--- config.mk ---
export PLATFORM = sky130hd
export DESIGN_NAME = rv32v_mem_lane_sequencer
export DESIGN_NICKNAME = d
export VERILOG_FILES = /design/src/rtl/rv32v_mem_lane_sequencer.sv
export SDC_FILE = /design/constraint.sdc
export NUM_CORES = 1
export LEC_CHECK = 0
export ABC_AREA = 1
export CAP_MARGIN = 10
export CORE_ASPECT_RATIO = 0.75
export CORE_MARGIN = 2
export CORE_UTILIZATION = 25
export CTS_CLUSTER_SIZE = 14
export DETAILED_ROUTE_END_ITERATION = 7
export GPL_ROUTABILITY_DRIVEN = 0
export GPL_TIMING_DRIVEN = 1
export PLACE_DENSITY = 0.56
export SYNTH_ARGS = -nofsm -noshare
export SYNTH_HDL_FRONTEND = slang
export SYNTH_SLANG_ARGS = --single-unit
--- constraint.sdc ---
create_clock -name clk -period 2.15 [get_ports clk]
set_input_delay 0.215 -clock clk [delete_from_list [all_inputs] [get_ports clk]]
set_output_delay 0.215 -clock clk [all_outputs]
set_load 0.02 [all_outputs]
--- src/rtl/rv32v_mem_lane_sequencer.sv ---
// Two-lane vector load/store sequencer: issues one data-memory access per enabled
// lane in turn, then presents a single writeback strobe to the vector register file.
module rv32v_mem_lane_sequencer (
  input  logic        clk,
  input  logic        rst,
  input  logic        load_ena,
  input  logic        store_ena,
  input  logic [1:0]  wen,
  input  logic [31:0] aluresult0,
  input  logic [31:0] aluresult1,
  input  logic [31:0] storedata0,
  input  logic [31:0] storedata1,
  input  logic [1:0]  eew_loadstore,
  input  logic [4:0]  vd,
  input  logic [4:0]  woffset0,
  input  logic [4:0]  woffset1,
  output logic        stall,
  output logic        dmem_ren,
  output logic        dmem_wen,
  output logic [31:0] dmem_addr,
  output logic [3:0]  dmem_byte_en,
  output logic [31:0] dmem_store,
  input  logic [31:0] dmem_load,
  input  logic        dmem_busy,
  output logic        wb_valid,
  output logic [1:0]  wb_wen,
  output logic [31:0] wb_data0,
  output logic [31:0] wb_data1,
  output logic [4:0]  wb_vd,
  output logic [4:0]  wb_woffset0,
  output logic [4:0]  wb_woffset1,
  output logic        wb_misaligned
);

  typedef enum logic [1:0] {IDLE, LANE0, LANE1, DONE} state_t;

  state_t      state;
  logic        is_load;
  logic [1:0]  lane_wen;
  logic [1:0]  eew;
  logic [31:0] addr0;
  logic [31:0] addr1;
  logic [31:0] sdata0;
  logic [31:0] sdata1;
  logic [1:0]  mis_lanes;

  logic        req;
  logic        in_lane;
  logic [31:0] lane_addr;
  logic [31:0] lane_sdata;
  logic        is_byte;
  logic        is_half;
  logic        is_word;
  logic        lane_mis;
  logic        lane_go;
  logic        lane_done;
  logic [31:0] load_elem;
  logic [1:0]  done_mis;
  logic [1:0]  wb_wen_next;

  assign req     = (load_ena | store_ena) & (wen != 2'b00);
  assign in_lane = (state == LANE0) || (state == LANE1);

  // The active lane's operands come only from the captured request.
  assign lane_addr  = (state == LANE1) ? addr1 : addr0;
  assign lane_sdata = (state == LANE1) ? sdata1 : sdata0;

  assign is_byte = (eew == 2'd0);
  assign is_half = (eew == 2'd1);
  assign is_word = eew[1];

  assign lane_mis  = (is_half & lane_addr[0]) | (is_word & (lane_addr[1:0] != 2'b00));
  assign lane_go   = in_lane & ~lane_mis;
  assign lane_done = in_lane & (lane_mis | ~dmem_busy);

  assign stall    = ((state == IDLE) & req) | in_lane;
  assign dmem_ren = lane_go & is_load;
  assign dmem_wen = lane_go & ~is_load;

  assign dmem_addr = lane_go ? {lane_addr[31:2], 2'b00} : 32'h0;

  always_comb begin
    dmem_byte_en = 4'b0000;
    dmem_store   = 32'h0;
    load_elem    = 32'h0;
    if (lane_go) begin
      if (is_byte) begin
        dmem_byte_en = 4'b0001 << lane_addr[1:0];
        load_elem    = {24'h0, dmem_load[{lane_addr[1:0], 3'b000} +: 8]};
      end else if (is_half) begin
        dmem_byte_en = 4'b0011 << {lane_addr[1], 1'b0};
        load_elem    = {16'h0, dmem_load[{lane_addr[1], 4'b0000} +: 16]};
      end else begin
        dmem_byte_en = 4'b1111;
        load_elem    = dmem_load;
      end
    end
    if (dmem_wen) begin
      if (is_byte) begin
        dmem_store = {4{lane_sdata[7:0]}};
      end else if (is_half) begin
        dmem_store = {2{lane_sdata[15:0]}};
      end else begin
        dmem_store = lane_sdata;
      end
    end
  end

  // Misalignment of the lane finishing this cycle must be folded into the final enables.
  assign done_mis    = mis_lanes | ((state == LANE1) ? {lane_mis, 1'b0} : {1'b0, lane_mis});
  assign wb_wen_next = is_load ? (lane_wen & ~done_mis) : 2'b00;

  always_ff @(posedge clk) begin
    if (rst) begin
      state         <= IDLE;
      is_load       <= 1'b0;
      lane_wen      <= 2'b00;
      eew           <= 2'd0;
      addr0         <= 32'h0;
      addr1         <= 32'h0;
      sdata0        <= 32'h0;
      sdata1        <= 32'h0;
      mis_lanes     <= 2'b00;
      wb_valid      <= 1'b0;
      wb_wen        <= 2'b00;
      wb_data0      <= 32'h0;
      wb_data1      <= 32'h0;
      wb_vd         <= 5'd0;
      wb_woffset0   <= 5'd0;
      wb_woffset1   <= 5'd0;
      wb_misaligned <= 1'b0;
    end else begin
      case (state)
        IDLE: begin
          if (req) begin
            is_load       <= load_ena;
            lane_wen      <= wen;
            eew           <= eew_loadstore;
            addr0         <= aluresult0;
            addr1         <= aluresult1;
            sdata0        <= storedata0;
            sdata1        <= storedata1;
            wb_vd         <= vd;
            wb_woffset0   <= woffset0;
            wb_woffset1   <= woffset1;
            mis_lanes     <= 2'b00;
            wb_misaligned <= 1'b0;
            wb_data0      <= 32'h0;
            wb_data1      <= 32'h0;
            state         <= wen[0] ? LANE0 : LANE1;
          end
        end
        LANE0: begin
          if (lane_done) begin
            if (lane_mis) begin
              mis_lanes[0]  <= 1'b1;
              wb_misaligned <= 1'b1;
            end else if (is_load) begin
              wb_data0 <= load_elem;
            end
            if (lane_wen[1]) begin
              state <= LANE1;
            end else begin
              state    <= DONE;
              wb_valid <= 1'b1;
              wb_wen   <= wb_wen_next;
            end
          end
        end
        LANE1: begin
          if (lane_done) begin
            if (lane_mis) begin
              mis_lanes[1]  <= 1'b1;
              wb_misaligned <= 1'b1;
            end else if (is_load) begin
              wb_data1 <= load_elem;
            end
            state    <= DONE;
            wb_valid <= 1'b1;
            wb_wen   <= wb_wen_next;
          end
        end
        DONE: begin
          wb_valid <= 1'b0;
          state    <= IDLE;
        end
        default: state <= IDLE;
      endcase
    end
  end

endmodule

==> reports/qor.yml, run 1 <==
global_routing:
  use_met1: 0.2639
  track_usage: 0.1942
  grt_use_met3: 0.05412
  top_usage_layer: "met2"
  grtUsageMet2: 0.3028
  grt_max_degree: 63
  gr-total-overflow: 0
  antenna_found_initial: 4
  grt_first_pass_wirelength_mm: 66.59
  grt_pass1_vias: 11610
sta:
  fin_crit_sh: 1.202
  worst_slew_pin_slew_ns: 0.5005
  skew_ns: 0.007866
  finalCriticalPeriod_ns: 2.585
  holdWs_ns: 0.2357
  worst_slack_ns: -0.4352
  finalHoldViolations: 0
  slew_viol_final: 0
  setup_viol: 68
  slew_headroom: 0.6660
  fmax_mhz: 386.8
  rsz0062_at_grt: "yes"
power:
  p_sw_uw: 13500
  p_clk_frac: 0.146
  power_density_mw_per_mm2: 1702
  irDropWorstVdd_mv: 0.8541
  p_leak_uw: 0.007345
  swShare: 0.4501
  pwr-share-comb: 0.653
  seqPwrFrac: 0.201
  p_int_uw: 16490
  total_power_uw: 29990
final_layout:
  layout_commonest_cell: "nor2_1"
  layout_common_cells: "nor2_1 (325), clkdlybuf4s50_1 (266), nand2_1 (228), dfxtp_1 (218), o21ai_0 (172)"
  final_cell_area_sq_mm: 0.01762
  syn_to_final_growth_pct: 67.36
  final_nets: 2203
  drive_gt1_frac: 0.2146
setup_path:
  setup.worst_path.start_class: "flip-flop"
  cpMaxStageDelayCell: "dfxtp_2"
  cp_slowest_stage_delay_ns: 0.32
  critPathCaptureType: "output port"
  cp.required_ns: 1.93
  cp_num_buf_inv: 7
  worstSetupPathType: "reg2out"
  cpMostUsedCell: "nand2_4"
  path_max_fanout: 7
  critical_path.cell_chain: "inv_2, ha_4, inv_4, nand2_4, nand2_4, nand2_4, nand2_4, inv_4, nand2_4, nor2_4, buf_12, buf_8, inv_8, a211oi_2, buf_4"
  worst_ep_arrival_time_ns: 2.37
  crit_family: "buffers and inverters"
detailed_routing:
  drtIter0Drc: 966
  route.detailed.drc: 0
  wire_per_inst_um: 17.04
  vias_per_cell: 4.619
  drtAntennaViolNets: 0
  drt-total-wl_mm: 44.39
  drt_pass1_iterations: 7
  vias: 12030
placed_design:
  port_buffers: 335
  dpl-instance-area_sq_mm: 0.01523
  dp_slack_ns: -0.4959
  hpwl_mm: 30.53
clock_network:
  clock_latency_ns: 0.54
  hold_buffers: 0
  cts.path.max_buffers: 3
  clock-sinks: 220
  cts_made_buffers: 26
  cts_root_buf: "clkbuf_16"
  htreeDepth: 1
  clk_pin_slew_ns: 0.06
  cts_tree: "built"
worst_hold_path:
  hold_path_class: "in2reg"
synth:
  avgSynthCellArea_sq_um: 6.542
  async_reset_ff_frac: 0
  ys_ff_latch: 220
  synth_largest_area_cell: "dfxtp_1"
  synth_cell_types: 36
  synthFlopType: "dfxtp_1"
  yosysTopAreaCellShare: 0.4184
  synth_area_sq_mm: 0.01053
  yosysWarnings: 0
  synth_edf_count: 0
  synthCells: 1609
  synthTopCellsByArea: "dfxtp_1 (42%), nor2_1 (13%), o21ai_0 (9.7%)"
  ys_seq_area_frac: 0.4184
die:
  initial_utilization: 0.2518
  rows: 65
  die_w_um: 240.9
  io_pins: 338
  core_sq_mm: 0.04180
  dieArea_sq_mm: 0.04378
  die-height_um: 181.7
status:
  violations: "setup timing"
  run_status: "finished with violations"
job:
  max_cap_violations: 0
## power groups by stage
| stage | clock network, uW | registers (uW) | logic [uW] |
|---|---|---|---|
| CTS | 4520 | 6020 | 17800 |
| global route | 4700 | 6170 | 21100 |
| detailed placement | 0 | 6070 | 14800 |
| finish | 4390 | 6030 | 19600 |
| floorplan | 0 | 6590 | 7610 |
| global placement | 0 | 6040 | 14800 |
## cell families (layout without fill, tap and decap cells)
logic type / after synthesis / after routing / share of synthesized area
other cells: 1 / 6 / 0.0003562
flops: 220 / 220 / 0.4184
simple gates: 723 / 723 / 0.2810
fa+ha+maj: 5 / 5 / 0.005943
compound gates: 387 / 387 / 0.1882
buf+inv: 273 / 695 / 0.1061
## state kept, by name (all words and copies together) (netlist names), 5 cells and up
register     cells
addr0           32
addr1           32
sdata0          32
sdata1          32
wb_data0        32
wb_data1        32
wb_vd            5
wb_woffset0      5
wb_woffset1      5
## synth_stat cells, types with 2 or more instances
library cell    n
nand3b_1        4
inv_1         150
buf_6           2
o21ai_0       203
a211oi_1       11
buf_2          22
nand2_2        10
a21oi_1       145
inv_2           6
o22ai_1         3
dfxtp_1       220
ha_1            5
nand2_1       243
o21ai_1        20
nor2_2          2
nor3_1          9
nand4_1        12
buf_4          13
nand2_4         4
buf_1           4
nor4_1          4
nand3_1        56
nor2_1        373
clkbuf_1       74
nand3_2         3
## tightest hold or removal path, delay by kind of cell
family	cells	cell delay, ns
AOI/OAI and AO/OA	1	0.05
buffers and inverters	2	0.47
## routing by layer
layer | vias up | wire (um)
li1 | 5945 | -
met1 | 5597 | 19850
met2 | 429 | 19660
met3 | 62 | 3739
met4 | 0 | 1135
met5 | - | 0
## final cells by class
cell class / count / area, sq um
inverter: 157 / 629.4
clock inverter: 11 / 92.59
tap: 569 / 711.9
multi-input combinational: 1117 / 5831
antenna: 4 / 10.01
fill: 4312 / 24190
clock buffer: 35 / 735.7
timing repair buffer: 490 / 5180
timing repair inverter: 2 / 17.52
sequential: 220 / 4409
## worst paths after layout
path / slack (ns) / start / endpoint / depth (start not counted)
worst max-delay path: -0.44 / state[0]$_SDFFE_PP0P_ / dmem_store[18] / 15
worst min-delay path: 0.24 / wen[1] / lane_wen[1]$_SDFFE_PP0P_ / 3
worst max register to register: 0.01 / state[0]$_SDFFE_PP0P_ / wb_data1[2]$_SDFFE_PP0P_ / 16
worst min register to register: 0.45 / sdata0[11]$_SDFFE_PP0P_ / sdata0[11]$_SDFFE_PP0P_ / 2
## stage by stage
step,setup TNS (ns),util,cells
6_report,-18.86,0.4214,2605
5_1_grt,-25.86,0.4214,2604
4_1_cts,-20.70,0.4054,2589
3_5_place_dp,-20.63,0.3644,2513
3_3_place_gp,-17.31,0.3644,2513
2_1_floorplan,-0.8194,-,1610
## repair_timing
item | 4_1_cts | 5_1_grt
pin swaps | 16 | 31
endpoints found under the setup margin | 96 | 169
cloned | 8 | 4
gates resized for setup | 548 | 141
setup buffers | 23 | 14
Note: power is estimated with default switching activity, not from simulation.
==> inputs of run 2 (changes only) <==
CTS_BUF_LIST = sky130_fd_sc_hd__clkbuf_16   (was not set)
==> run 2 against run 1 <==
The run still ends with setup timing left; via count shrank 0.57%; final cell count is essentially flat; flip-flop and latch count did not move; maximum frequency about the same; clock skew decreased by 0.00056 ns; design area hardly changed; sequential power is essentially flat; combinational power about the same; non-clock buffer count up 1; largest cell class unchanged; largest power group unchanged.
==> reports/qor.yml, run 2 (synthesis results as in run 1) <==
global_routing:
  gr-total-overflow: 0  # unchanged
  track_usage: 0.1946  # +0.0003825
  grt_first_pass_wirelength_mm: 66.70  # +0.16%
  grt_pass1_vias: 11640  # +0.27%
  grt_max_degree: 63  # unchanged
  antenna_found_initial: 4  # unchanged
power:
  p_leak_uw: 0.007351  # about the same
  power_density_mw_per_mm2: 1697  # -0.32%
  p_clk_frac: 0.142  # -0.004
  swShare: 0.4520  # +0.001932
  pwr-share-comb: 0.656  # +0.003
  seqPwrFrac: 0.202  # about the same
  total_power_uw: 29870  # -0.41%
  p_sw_uw: 13500  # about the same
  irDropWorstVdd_mv: 0.8512  # -0.34%
  p_int_uw: 16370  # -0.76%
worst_hold_path:
  hold_path_class: "in2reg"
  hold_path_depth: 3  # unchanged
die:
  die_w_um: 240.9  # unchanged
  initial_utilization: 0.2518  # unchanged
  dieArea_sq_mm: 0.04378  # unchanged
  rows: 65  # unchanged
  core_sq_mm: 0.04180  # unchanged
  io_pins: 338  # unchanged
  die-height_um: 181.7  # unchanged
setup_path:
  setup.worst_path.start_class: "flip-flop"
  critPathCaptureType: "output port"
  cp.required_ns: 1.93  # about the same
  reg2regPathDepth: 16  # unchanged
  worst_ep_arrival_time_ns: 2.37  # about the same
  worstSetupPathType: "reg2out"
  r2r_setup_slack_ns: 0  # about the same
  path_max_fanout: 7  # unchanged
  cpMostUsedCell: "nand2_4"
  crit_family: "buffers and inverters"
  cpMaxStageDelayCell: "dfxtp_2"
  cp_num_buf_inv: 7  # unchanged
  worst-path-stages: 15  # unchanged
  critical_path.cell_chain: "inv_2, ha_4, inv_4, nand2_4, nand2_4, nand2_4, nand2_4, inv_4, nand2_4, nor2_4, buf_12, buf_8, inv_8, a211oi_2, buf_4"
  cp_slowest_stage_delay_ns: 0.32  # about the same
detailed_routing:
  vias: 11960  # -0.57%
  route.detailed.drc: 0  # unchanged
  drt-total-wl_mm: 44.30  # -0.20%
  wire_per_inst_um: 17.00  # -0.24%
  drt_pass1_iterations: 5  # -2
  vias_per_cell: 4.591  # -0.61%
  drtAntennaViolNets: 0  # unchanged
  drtIter0Drc: 901  # -6.7%
final_layout:
  drive_gt1_frac: 0.2145  # about the same
  stdcell_count: 2606  # +0.038%
  final_nets: 2204  # +0.045%
  layout_common_cells: "nor2_1 (322), clkdlybuf4s50_1 (266), nand2_1 (228), dfxtp_1 (218), o21ai_0 (173)"
  layout_commonest_cell: "nor2_1"
  syn_to_final_growth_pct: 67.22  # about the same
  final_cell_area_sq_mm: 0.01760  # about the same
clock_network:
  clock-sinks: 220  # unchanged
  clk_pin_slew_ns: 0.06  # about the same
  cts_made_buffers: 26  # unchanged
  cts_tree: "built"
  htreeDepth: 1  # unchanged
  cts.path.max_buffers: 3  # unchanged
  clock_latency_ns: 0.54  # about the same
  cts_root_buf: "clkbuf_16"
  hold_buffers: 0  # unchanged
placed_design:
  hpwl_mm: 30.53  # unchanged
  dpl-instance-area_sq_mm: 0.01523  # unchanged
  placedCellCount: 2513  # unchanged
  port_buffers: 335  # unchanged
sta:
  fin_crit_sh: 1.202  # about the same
  slew_viol_final: 0  # unchanged
  worst_slack_ns: -0.4348  # +0.0003870 ns
  slew_headroom: 0.6670  # +0.001028
  finalHoldViolations: 0  # unchanged
  worst_slew_pin_slew_ns: 0.4989  # -0.001541 ns
  holdWs_ns: 0.2369  # +0.001252 ns
  rsz0062_at_grt: "yes"
  fmax_mhz: 386.9  # about the same
  setup_viol: 68  # unchanged
  skew_ns: 0.007306  # -0.0005606 ns
  finalCriticalPeriod_ns: 2.585  # -0.0003870 ns
job:
  max_cap_violations: 0  # unchanged
status:
  run_status: "finished with violations"
  violations: "setup timing"
-- run 2: worst register-to-register path, delay by kind of cell, from the launching register on --
family	cells	cell delay [ns]
simple gates	9	0.94
flops	1	0.32
fa+ha+maj	1	0.20
buf+inv	6	0.61
-- run 2: worst paths after layout --
| kind | endpoint | from |
|---|---|---|
| worst min-delay path | lane_wen[1]$_SDFFE_PP0P_ | wen[1] |
| worst max-delay path | dmem_store[18] | state[0]$_SDFFE_PP0P_ |
| worst min register to register | sdata0[11]$_SDFFE_PP0P_ | sdata0[11]$_SDFFE_PP0P_ |
| worst max register to register | wb_data1[2]$_SDFFE_PP0P_ | state[0]$_SDFFE_PP0P_ |
-- run 2: cell type report --
cell class	count	area (sq um)
Clock buffer	27	675.6
Multi-Input combinational cell	1117	5839
Timing Repair inverter	2	17.52
Antenna cell	4	10.01
Tap cell	569	711.9
Clock inverter	19	122.6
Sequential cell	220	4409
Timing Repair Buffer	491	5186
Fill cell	4322	24200
Inverter	157	629.4
-- run 2: power by group through the flow --
stage	Clock, uW	Sequential [uW]	Combinational (uW)
floorplan	0	6590	7610
global placement	0	6040	14800
detailed placement	0	6070	14800
CTS	4380	6020	17900
global route	4570	6180	21200
finish	4250	6030	19600
-- run 2: per-stage QoR --
step                        util  worst slack [ns]  setup TNS (ns)
after floorplan                -           -0.1596         -0.8194
after global placement    0.3644           -0.4601          -17.31
after detailed placement  0.3644           -0.4959          -20.63
after CTS                 0.4056           -0.4302          -20.86
after global routing      0.4210           -0.5380          -25.85
final                     0.4211           -0.4348          -18.76
-- run 2: what timing repair did --
action	in CTS	in global routing
pin swaps	16	31
setup endpoints to repair	96	169
cloned	8	4
setup buffers	25	13
gates resized for setup	554	140
-- run 2: metal layers --
| metal | GRT usage | routed length (um) | part of all wire |
|---|---|---|---|
| met1 | 0.2628 | 19670 | 0.44 |
| met2 | 0.3053 | 19640 | 0.44 |
| met3 | 0.05488 | 3879 | 0.088 |
| met4 | 0.04741 | 1100 | 0.025 |
| met5 | 0 | 0 | 0 |
